### config.mk
export PLATFORM = sky130hd
export DESIGN_NAME = lut_eval
export DESIGN_NICKNAME = d
export VERILOG_FILES = /design/src/rtl/lut_eval.sv
export SDC_FILE = /design/constraint.sdc
export NUM_CORES = 1
export LEC_CHECK = 0
export BUFFER_PORTS_ARGS = -buffer_cell sky130_fd_sc_hd__buf_2
export CORE_MARGIN = 1.5
export CORE_UTILIZATION = 50
export DETAILED_ROUTE_END_ITERATION = 8
export PLACE_DENSITY_LB_ADDON = 0.12
export SLEW_MARGIN = 5
export SYNTH_ARGS = -nofsm -noshare
export SYNTH_HDL_FRONTEND = slang
export SYNTH_SLANG_ARGS = --single-unit
export TNS_END_PERCENT = 5
### constraint.sdc
create_clock -name clk_i -period 1.4 [get_ports clk_i]
set_input_delay 0.14 -clock clk_i [delete_from_list [all_inputs] [get_ports clk_i]]
set_output_delay 0.14 -clock clk_i [all_outputs]
set_load 0.03 [all_outputs]
### src/rtl/lut_eval.sv
// Run-time programmable N-input truth-table evaluator with serial table load.
// Define LUT_EVAL_SWEEP_EN to add the exhaustive sweep engine; otherwise its outputs are tied to 0.
module lut_eval #(
  parameter int N_IN = 4,
  parameter logic [(1<<N_IN)-1:0] INIT_TT = {1'b1, {((1<<N_IN)-1){1'b0}}}
) (
  input  logic            clk_i,
  input  logic            rst_i,
  input  logic [N_IN-1:0] in_i,
  input  logic            in_valid_i,
  output logic            y_o,
  output logic            y_valid_o,
  input  logic            cfg_start_i,
  input  logic            cfg_bit_i,
  input  logic            cfg_valid_i,
  output logic            cfg_done_o,
  input  logic            sweep_start_i,
  output logic            sweep_busy_o,
  output logic [N_IN-1:0] sweep_idx_o,
  output logic            sweep_y_o,
  output logic            sweep_valid_o,
  output logic            sweep_done_o,
  output logic [N_IN:0]   ones_o
);

  localparam int TT = 1 << N_IN;
  localparam logic [N_IN-1:0] LAST_IDX = N_IN'(TT - 1);

  logic [TT-1:0]   active_tt_reg;
  logic [TT-1:0]   shadow_tt_reg;
  logic [TT-1:0]   shadow_tt_next;
  logic [N_IN-1:0] bit_cnt_reg;
  logic            y_reg;
  logic            y_valid_reg;
  logic            cfg_done_reg;
  logic            eval_en;

  // Shadow table with the incoming serial bit merged at the current load position.
  generate
    for (genvar gi = 0; gi < TT; gi++) begin : g_shadow
      assign shadow_tt_next[gi] = (cfg_valid_i && (bit_cnt_reg == N_IN'(gi))) ? cfg_bit_i
                                                                               : shadow_tt_reg[gi];
    end
  endgenerate

`ifdef LUT_EVAL_SWEEP_EN
  typedef enum logic [1:0] {IDLE, LOAD, SWEEP} state_t;

  // One extra counter bit lets N_IN = 8 reach TT without wrapping to 0.
  localparam logic [N_IN:0] CNT_END = (N_IN+1)'(TT);

  logic [N_IN:0]   cnt_reg;
  logic [N_IN-1:0] sweep_idx_reg;
  logic            sweep_y_reg;
  logic            sweep_valid_reg;
  logic            sweep_done_reg;
  logic [N_IN:0]   ones_reg;
`else
  typedef enum logic {IDLE, LOAD} state_t;
`endif

  state_t state_reg;

`ifdef LUT_EVAL_SWEEP_EN
  assign eval_en = (state_reg != SWEEP);
`else
  assign eval_en = 1'b1;
`endif

  always_ff @(posedge clk_i) begin
    if (rst_i) begin
      state_reg       <= IDLE;
      active_tt_reg   <= INIT_TT;
      shadow_tt_reg   <= '0;
      bit_cnt_reg     <= '0;
      y_reg           <= 1'b0;
      y_valid_reg     <= 1'b0;
      cfg_done_reg    <= 1'b0;
`ifdef LUT_EVAL_SWEEP_EN
      cnt_reg         <= '0;
      sweep_idx_reg   <= '0;
      sweep_y_reg     <= 1'b0;
      sweep_valid_reg <= 1'b0;
      sweep_done_reg  <= 1'b0;
      ones_reg        <= '0;
`endif
    end else begin
      cfg_done_reg <= 1'b0;

      if (in_valid_i && eval_en) begin
        y_reg       <= active_tt_reg[in_i];
        y_valid_reg <= 1'b1;
      end else begin
        y_valid_reg <= 1'b0;
      end

      case (state_reg)
        IDLE: begin
          // A load request takes priority over a simultaneous sweep request.
          if (cfg_start_i) begin
            state_reg   <= LOAD;
            bit_cnt_reg <= '0;
          end
`ifdef LUT_EVAL_SWEEP_EN
          else if (sweep_start_i) begin
            state_reg       <= SWEEP;
            cnt_reg         <= (N_IN+1)'(1);
            sweep_idx_reg   <= '0;
            sweep_y_reg     <= active_tt_reg[0];
            sweep_valid_reg <= 1'b1;
            sweep_done_reg  <= 1'b0;
            ones_reg        <= {{N_IN{1'b0}}, active_tt_reg[0]};
          end
`endif
        end

        LOAD: begin
          if (cfg_valid_i) begin
            shadow_tt_reg <= shadow_tt_next;
            bit_cnt_reg   <= bit_cnt_reg + N_IN'(1);
            if (bit_cnt_reg == LAST_IDX) begin
              active_tt_reg <= shadow_tt_next;
              cfg_done_reg  <= 1'b1;
              bit_cnt_reg   <= '0;
              state_reg     <= IDLE;
            end
          end
        end

`ifdef LUT_EVAL_SWEEP_EN
        SWEEP: begin
          if (cnt_reg == CNT_END) begin
            state_reg       <= IDLE;
            sweep_valid_reg <= 1'b0;
            sweep_done_reg  <= 1'b0;
          end else begin
            sweep_idx_reg  <= cnt_reg[N_IN-1:0];
            sweep_y_reg    <= active_tt_reg[cnt_reg[N_IN-1:0]];
            ones_reg       <= ones_reg + {{N_IN{1'b0}}, active_tt_reg[cnt_reg[N_IN-1:0]]};
            sweep_done_reg <= (cnt_reg[N_IN-1:0] == LAST_IDX);
            cnt_reg        <= cnt_reg + (N_IN+1)'(1);
          end
        end
`endif

        default: state_reg <= IDLE;
      endcase
    end
  end

  assign y_o        = y_reg;
  assign y_valid_o  = y_valid_reg;
  assign cfg_done_o = cfg_done_reg;

`ifdef LUT_EVAL_SWEEP_EN
  assign sweep_busy_o  = sweep_valid_reg;
  assign sweep_idx_o   = sweep_idx_reg;
  assign sweep_y_o     = sweep_y_reg;
  assign sweep_valid_o = sweep_valid_reg;
  assign sweep_done_o  = sweep_done_reg;
  assign ones_o        = ones_reg;
`else
  logic unused_sweep_start;
  assign unused_sweep_start = sweep_start_i;

  assign sweep_busy_o  = 1'b0;
  assign sweep_idx_o   = '0;
  assign sweep_y_o     = 1'b0;
  assign sweep_valid_o = 1'b0;
  assign sweep_done_o  = 1'b0;
  assign ones_o        = '0;
`endif

endmodule

==> impl_metrics.tcl, run 1 <==
set metrics [dict create \
    ys.warnings.count 0 \
    area_growth_syn_to_fin_pct 33.3 \
    finalWorstPathRequiredPeriod_ns 1.49 \
    port_buffers 12 \
    detail_route.vias_per_cell 5.66 \
    total_power_per_unit_cell_area_nw_per_um2 800 \
    dr_total_vias 1754 \
    worst_skew_pair.late_latency_ns 0.29 \
    dieHeight_um 67.0 \
    endpoint_arrival_time_on_the_critical_path_ns 1.69 \
    cts_sinks 39 \
    cts-root-to-sink-buffers 2 \
    startpoint "bit_cnt_reg[0]$_SDFFE_PP0P_" \
    critical_path_class "flip-flop to flip-flop" \
    path_max_fanout 8 \
    syn_area_per_cell_um2 9.14 \
    holdCritStartpoint "in_valid_i" \
    firstDrtPassIters 4 \
    dr_wl_cell_um 16.5 \
    rr_startpoint "bit_cnt_reg[0]$_SDFFE_PP0P_" \
    internal_power_mw 1.57 \
    cap_violations 0 \
    final_net_count 274 \
    fmaxAchievable_mhz 672 \
    mostFrequentLayoutCells "nor2_1 (35), dfxtp_1 (35), buf_4 (22)" \
    setup_viol 14 \
    holdBufCountCts 0 \
    die_width_um 67.0 \
    finalCritPeriodShare_pct 106 \
    core-area_um2 3970 \
    drc 0 \
    p_seq_share_pct 52.4 \
    finClkSkew_ns 0.00488 \
    worst_slew_pin_slew_ns 0.505 \
    ioPinCount 27 \
    worstSetupStartpointType "flip-flop" \
    finish.cell_count_without_fillers 310 \
    root_buffer "clkbuf_8" \
    total_leakage_power_nw 1.04 \
    ys_ff_latch 39 \
    grt_setup_unrepaired "yes" \
    design.die.area_um2 4490 \
    gr-total-overflow 0 \
    synthCells 224 \
    hold_class "primary input to flip-flop" \
    cp.required_ns 1.60 \
    final_antenna_diode_count 0 \
    fin_hold_ws_ns 0.130 \
    endpoint_kind "flip-flop" \
    number_of_cells_in_the_design_after_placement 290 \
    synth.lib_cells_used.distinct 32 \
    peak_supply_drop_mv 0.592 \
    hold_violations 0 \
    post-route-worst-setup-slack_ns -0.0880 \
    worst_setup_hold_path_clk_slew_ns 0.08 \
    cts_max_level 2 \
    power_frac_clock_pct 34.6 \
    place.gp.congestion 0.784 \
    outcome "finished with violations" \
    antenna_found_initial 0 \
    initialDrtViolationCount 112 \
    combPwrFrac_pct 13.0 \
    tritoncts_clock_tree "done" \
    dp_slack_ns -0.133 \
    initial_utilization_pct 51.5 \
    finalInstanceArea_um2 2730 \
    violations "negative setup slack" \
    global_route_wire_length_before_repair_mm 7.68 \
    grt_start_max_net_pins 24 \
    power.total_mw 2.18 \
    postPlaceCellArea_um2 2230 \
    groute.usage.overall_pct 23.4 \
    rows 23 \
    drt_wl_total_mm 5.13 \
    seq_area_frac_synth_pct 38.1 \
    number_of_global_route_vias_before_repair 1577 \
    post_synth_instance_area_um2 2050 \
    worst_slew_margin_rel_pct 66.4 \
    power.net_switching_uw 615 \
    final_max_slew_viol_count 0 \
    drive_above_1_share_pct 44.6 \
    largest_reg_flops 16 \
    cts_inserted_buffers 5 \
    antenna_nets_post_route 0 \
    swShare_pct 28.2 \
    post-dp-hpwl_mm 3.17 \
]
## through the flow
stage               setup TNS (ns)  util [%]
global placement             -1.01      56.3
detailed placement           -2.14      56.3
global route                 -1.81      68.7
floorplan                        0         -
CTS                         -0.186      60.4
finish                      -0.468      68.7
## worst max-delay path, stage by stage (launching register included)
cell,delay [ns]
dfxtp_4,0.39
ha_4,0.18
inv_4,0.04
nor3_4,0.26
buf_6,0.15
clkbuf_16,0.14
nor2_1,0.05
a211oi_2,0.19
## synth_stat cells
library cell  instances  area, um^2
dfxtp_1              39         781
nand3_1               6        30.0
nor3_4                1        16.3
conb_1                1        3.75
nand2_4               1        11.3
a21o_1                1        7.51
mux2_2                1        11.3
o21ai_0               3        15.0
and2_1                1        6.26
mux4_2                2        45.0
a311oi_1              2        17.5
inv_1                 7        26.3
a211oi_1             10        75.1
clkbuf_1              6        22.5
buf_2                 3        15.0
nor2_2                2        12.5
buf_6                 2        22.5
ha_1                  4        50.1
nand2b_1              1        6.26
a21boi_0              1        7.51
nor2_1               41         154
nor2b_1               3        18.8
nor3_1                9        45.0
buf_1                 2        7.51
buf_4                15         113
a22oi_1               3        22.5
a21oi_1               5        25.0
nor4_1                5        31.3
o2111ai_1             2        17.5
mux2i_1              25         250
a211oi_2             12         150
nand2_1               8        30.0
## cell type report
type                       count  area, um^2
multi-input combinational    162        1350
fill                         289        1240
sequential                    39         793
timing repair buffer          44         409
clock buffer                   5        68.8
tap                           50        62.6
inverter                       7        28.8
clock inverter                 3        20.0
## power by group through the flow
stage	Combinational (mW)	Clock [mW]	Sequential [mW]
after floorplan	0.191	0	1.18
after CTS	0.247	0.771	1.14
after global placement	0.235	0	1.17
after global routing	0.306	0.835	1.15
after detailed placement	0.243	0	1.17
final	0.283	0.756	1.14
## kinds of logic (layout without fill, tap and decap cells)
family	after synthesis	count (layout)	share of synthesized area, %
and+or+nand+nor	78	78	17.7
AOI/OAI and AO/OA	39	39	16.5
DFF	39	39	38.1
buffers and inverters	35	59	10.1
muxes	28	28	15.0
adders and majority gates	4	4	2.45
other	1	13	0.183
## worst paths after layout
kind | to | slack [ns] | depth (start not counted)
max reg2reg | active_tt_reg[2]$_SDFFE_PP0P_ | -0.09 | 7
min reg2reg | y_o$_SDFFE_PP0P_ | 0.49 | 2
max | active_tt_reg[2]$_SDFFE_PP0P_ | -0.09 | 7
min | y_o$_SDFFE_PP0P_ | 0.13 | 4
## timing repair
item / CTS / global route
resized for setup: 16 / 53
setup buffers: 1 / 9
cloned: 1 / 2
pin swaps: 1 / 18
endpoints found under the setup margin: 30 / 32
## layer usage
layer | GRT usage (%) | part of all wire, % | vias up
li1 | - | - | 834
met1 | 28.8 | 42 | 859
met2 | 37.9 | 51 | 45
met3 | 5.91 | 3.8 | 16
met4 | 11.7 | 3.3 | 0
met5 | 0 | 0 | -
Note: power is estimated with default switching activity, not from simulation.
==> inputs of run 2 (changes only) <==
--- a/config.mk
+++ b/config.mk
@@ -6,8 +6,10 @@
 export NUM_CORES = 1
 export LEC_CHECK = 0
 export BUFFER_PORTS_ARGS = -buffer_cell sky130_fd_sc_hd__buf_2
+export CELL_PAD_IN_SITES_DETAIL_PLACEMENT = 2
+export CELL_PAD_IN_SITES_GLOBAL_PLACEMENT = 2
 export CORE_MARGIN = 1.5
-export CORE_UTILIZATION = 50
+export CORE_UTILIZATION = 32
 export DETAILED_ROUTE_END_ITERATION = 8
 export PLACE_DENSITY_LB_ADDON = 0.12
 export SLEW_MARGIN = 5
==> run 2 against run 1 <==
  * The flow still finishes with violations (negative setup slack)
  * Non-clock buffer count shrank 3
  * Via count is 2.2% lower
  * Global-route usage fell by 4.2 points
==> impl_metrics.tcl, run 2 (same netlist as run 1, synthesis figures left out) <==
set metrics [dict create \
    worst_slew_margin_rel_pct 65.0 \
    rows 28 \
    critical_path.slowest_cell "dfxtp_4" \
    fin_hold_ws_ns 0.116 \
    critical_path_class "flip-flop to flip-flop" \
    final_max_slew_viol_count 0 \
    die_width_um 83.0 \
    cts_max_level 2 \
    worst_skew_pair.late_latency_ns 0.30 \
    total_leakage_power_nw 1.01 \
    detail_route.vias_per_cell 5.18 \
    power.total_mw 2.38 \
    cts-root-to-sink-buffers 2 \
    fmaxAchievable_mhz 682 \
    tritoncts_clock_tree "done" \
    final_antenna_diode_count 0 \
    port_buffers 12 \
    worstSetupStartpointType "flip-flop" \
    worst_setup_hold_path_clk_slew_ns 0.09 \
    cp_cell_sequence "ha_4, inv_2, nor3_4, buf_6, buf_12, nor2_1, a311oi_1" \
    holdBufCountCts 0 \
    design.die.area_um2 6890 \
    finalWorstPathRequiredPeriod_ns 1.47 \
    number_of_global_route_vias_before_repair 1919 \
    core-area_um2 6060 \
    dr_wl_cell_um 20.8 \
    layout.cells.most_common "nor2_1" \
    place.gp.congestion 0.739 \
    outcome "finished with violations" \
    root_buffer "clkbuf_8" \
    total_power_per_unit_cell_area_nw_per_um2 870 \
    dr_total_vias 1715 \
    cts_inserted_buffers 5 \
    area_growth_syn_to_fin_pct 33.9 \
    critPathTopFamily "flip-flops" \
    path_buf_inv 3 \
    finalCritPeriodShare_pct 105 \
    filler_cells 652 \
    antenna_nets_post_route 0 \
    grt_setup_unrepaired "yes" \
    mostFrequentLayoutCells "nor2_1 (35), dfxtp_1 (34), buf_4 (22)" \
    drc 0 \
    hold_violations 0 \
    dieHeight_um 83.0 \
    endpoint_arrival_time_on_the_critical_path_ns 1.68 \
    firstDrtPassIters 4 \
    groute.usage.overall_pct 19.2 \
    hold_class "primary input to flip-flop" \
    endpoint_kind "flip-flop" \
    gr-total-overflow 0 \
    ioPinCount 27 \
    critical-path-max-stage-delay_ns 0.41 \
    worst_slew_pin_slew_ns 0.525 \
    finClkSkew_ns 0.0146 \
    violations "negative setup slack" \
    largest_reg_flops 16 \
    antenna_found_initial 0 \
    global_route_wire_length_before_repair_mm 10.4 \
    grt_start_max_net_pins 24 \
    cp.required_ns 1.61 \
    setup_viol 15 \
    cts_sinks 39 \
    cap_violations 0 \
    peak_supply_drop_mv 0.446 \
    drt_wl_total_mm 6.90 \
    path_max_fanout 8 \
    initial_utilization_pct 33.8 \
    drive_above_1_share_pct 44.1 \
    initialDrtViolationCount 66 \
    post-route-worst-setup-slack_ns -0.0658 \
    post-dp-hpwl_mm 4.25 \
    dp_slack_ns -0.199 \
    final_net_count 271 \
]
## run 2: cell count changes in the layout (fill, tap and decap cells not counted), sizes merged
cell	change
clkinvlp	-2
bufinv	+1
clkinv	-1
buf	-2
## run 2: metrics by stage
| step | TNS (ns) | instances | util [%] | area [um^2] |
|---|---|---|---|---|
| global placement | -1.52 | 316 | 37.3 | 2260 |
| floorplan | 0 | 236 | - | 2100 |
| CTS | -0.122 | 327 | 42.0 | 2540 |
| detailed placement | -3.65 | 316 | 37.3 | 2260 |
| finish | -0.403 | 331 | 45.2 | 2740 |
| global route | -2.07 | 331 | 45.2 | 2740 |
## run 2: worst register-to-register path: cells and delay by family, from the launching register on
| kind | cells | cell delay (ns) |
|---|---|---|
| flip-flops | 1 | 0.41 |
| adder cells (fa/ha/maj) | 1 | 0.18 |
| AO/OA/AOI/OAI | 1 | 0.21 |
| buffers and inverters | 3 | 0.35 |
| AND/OR/NAND/NOR | 2 | 0.24 |
## run 2: path summary, 6_finish.rpt
kind,endpoint,cells past startpoint,slack (ns),start
worst max-delay path,active_tt_reg[14]$_SDFFE_PP0P_,7,-0.07,bit_cnt_reg[1]$_SDFFE_PP0P_
worst min-delay path,y_o$_SDFFE_PP0P_,4,0.12,in_valid_i
worst max register to register,active_tt_reg[14]$_SDFFE_PP0P_,7,-0.07,bit_cnt_reg[1]$_SDFFE_PP0P_
worst min register to register,active_tt_reg[15]$_SDFFE_PP1P_,2,0.47,active_tt_reg[15]$_SDFFE_PP1P_
## run 2: power breakdown
group | leakage (nW) | internal, mW | switching, mW
clock | 0.0513 | 0.523 | 0.414
combinational | 0.641 | 0.0959 | 0.205
sequential | 0.319 | 1.13 | 0.0176
## run 2: timing repair
item | CTS | global route
endpoints found under the setup margin | 33 | 33
buffers inserted | 3 | 4
gates resized for setup | 39 | 38
pin swaps | 4 | 13
cloned | 1 | 1
## run 2: cell type report
| cell class | count | area [um^2] | area share [%] |
|---|---|---|---|
| inverter | 7 | 28.8 | 1.05 |
| clock inverter | 1 | 30.0 | 1.10 |
| tap | 75 | 93.8 | 3.42 |
| sequential | 39 | 792 | 28.9 |
| multi-input combinational | 162 | 1380 | 50.3 |
| timing repair buffer | 41 | 344 | 12.6 |
| clock buffer | 6 | 72.6 | 2.65 |
## run 2: per-layer routing
| layer | vias up | part of all wire [%] | GRT usage [%] |
|---|---|---|---|
| li1 | 824 | - | - |
| met1 | 866 | 44 | 23.9 |
| met2 | 18 | 53 | 33.9 |
| met3 | 7 | 1.6 | 3.08 |
| met4 | 0 | 1.3 | 6.06 |
| met5 | - | 0 | 0 |
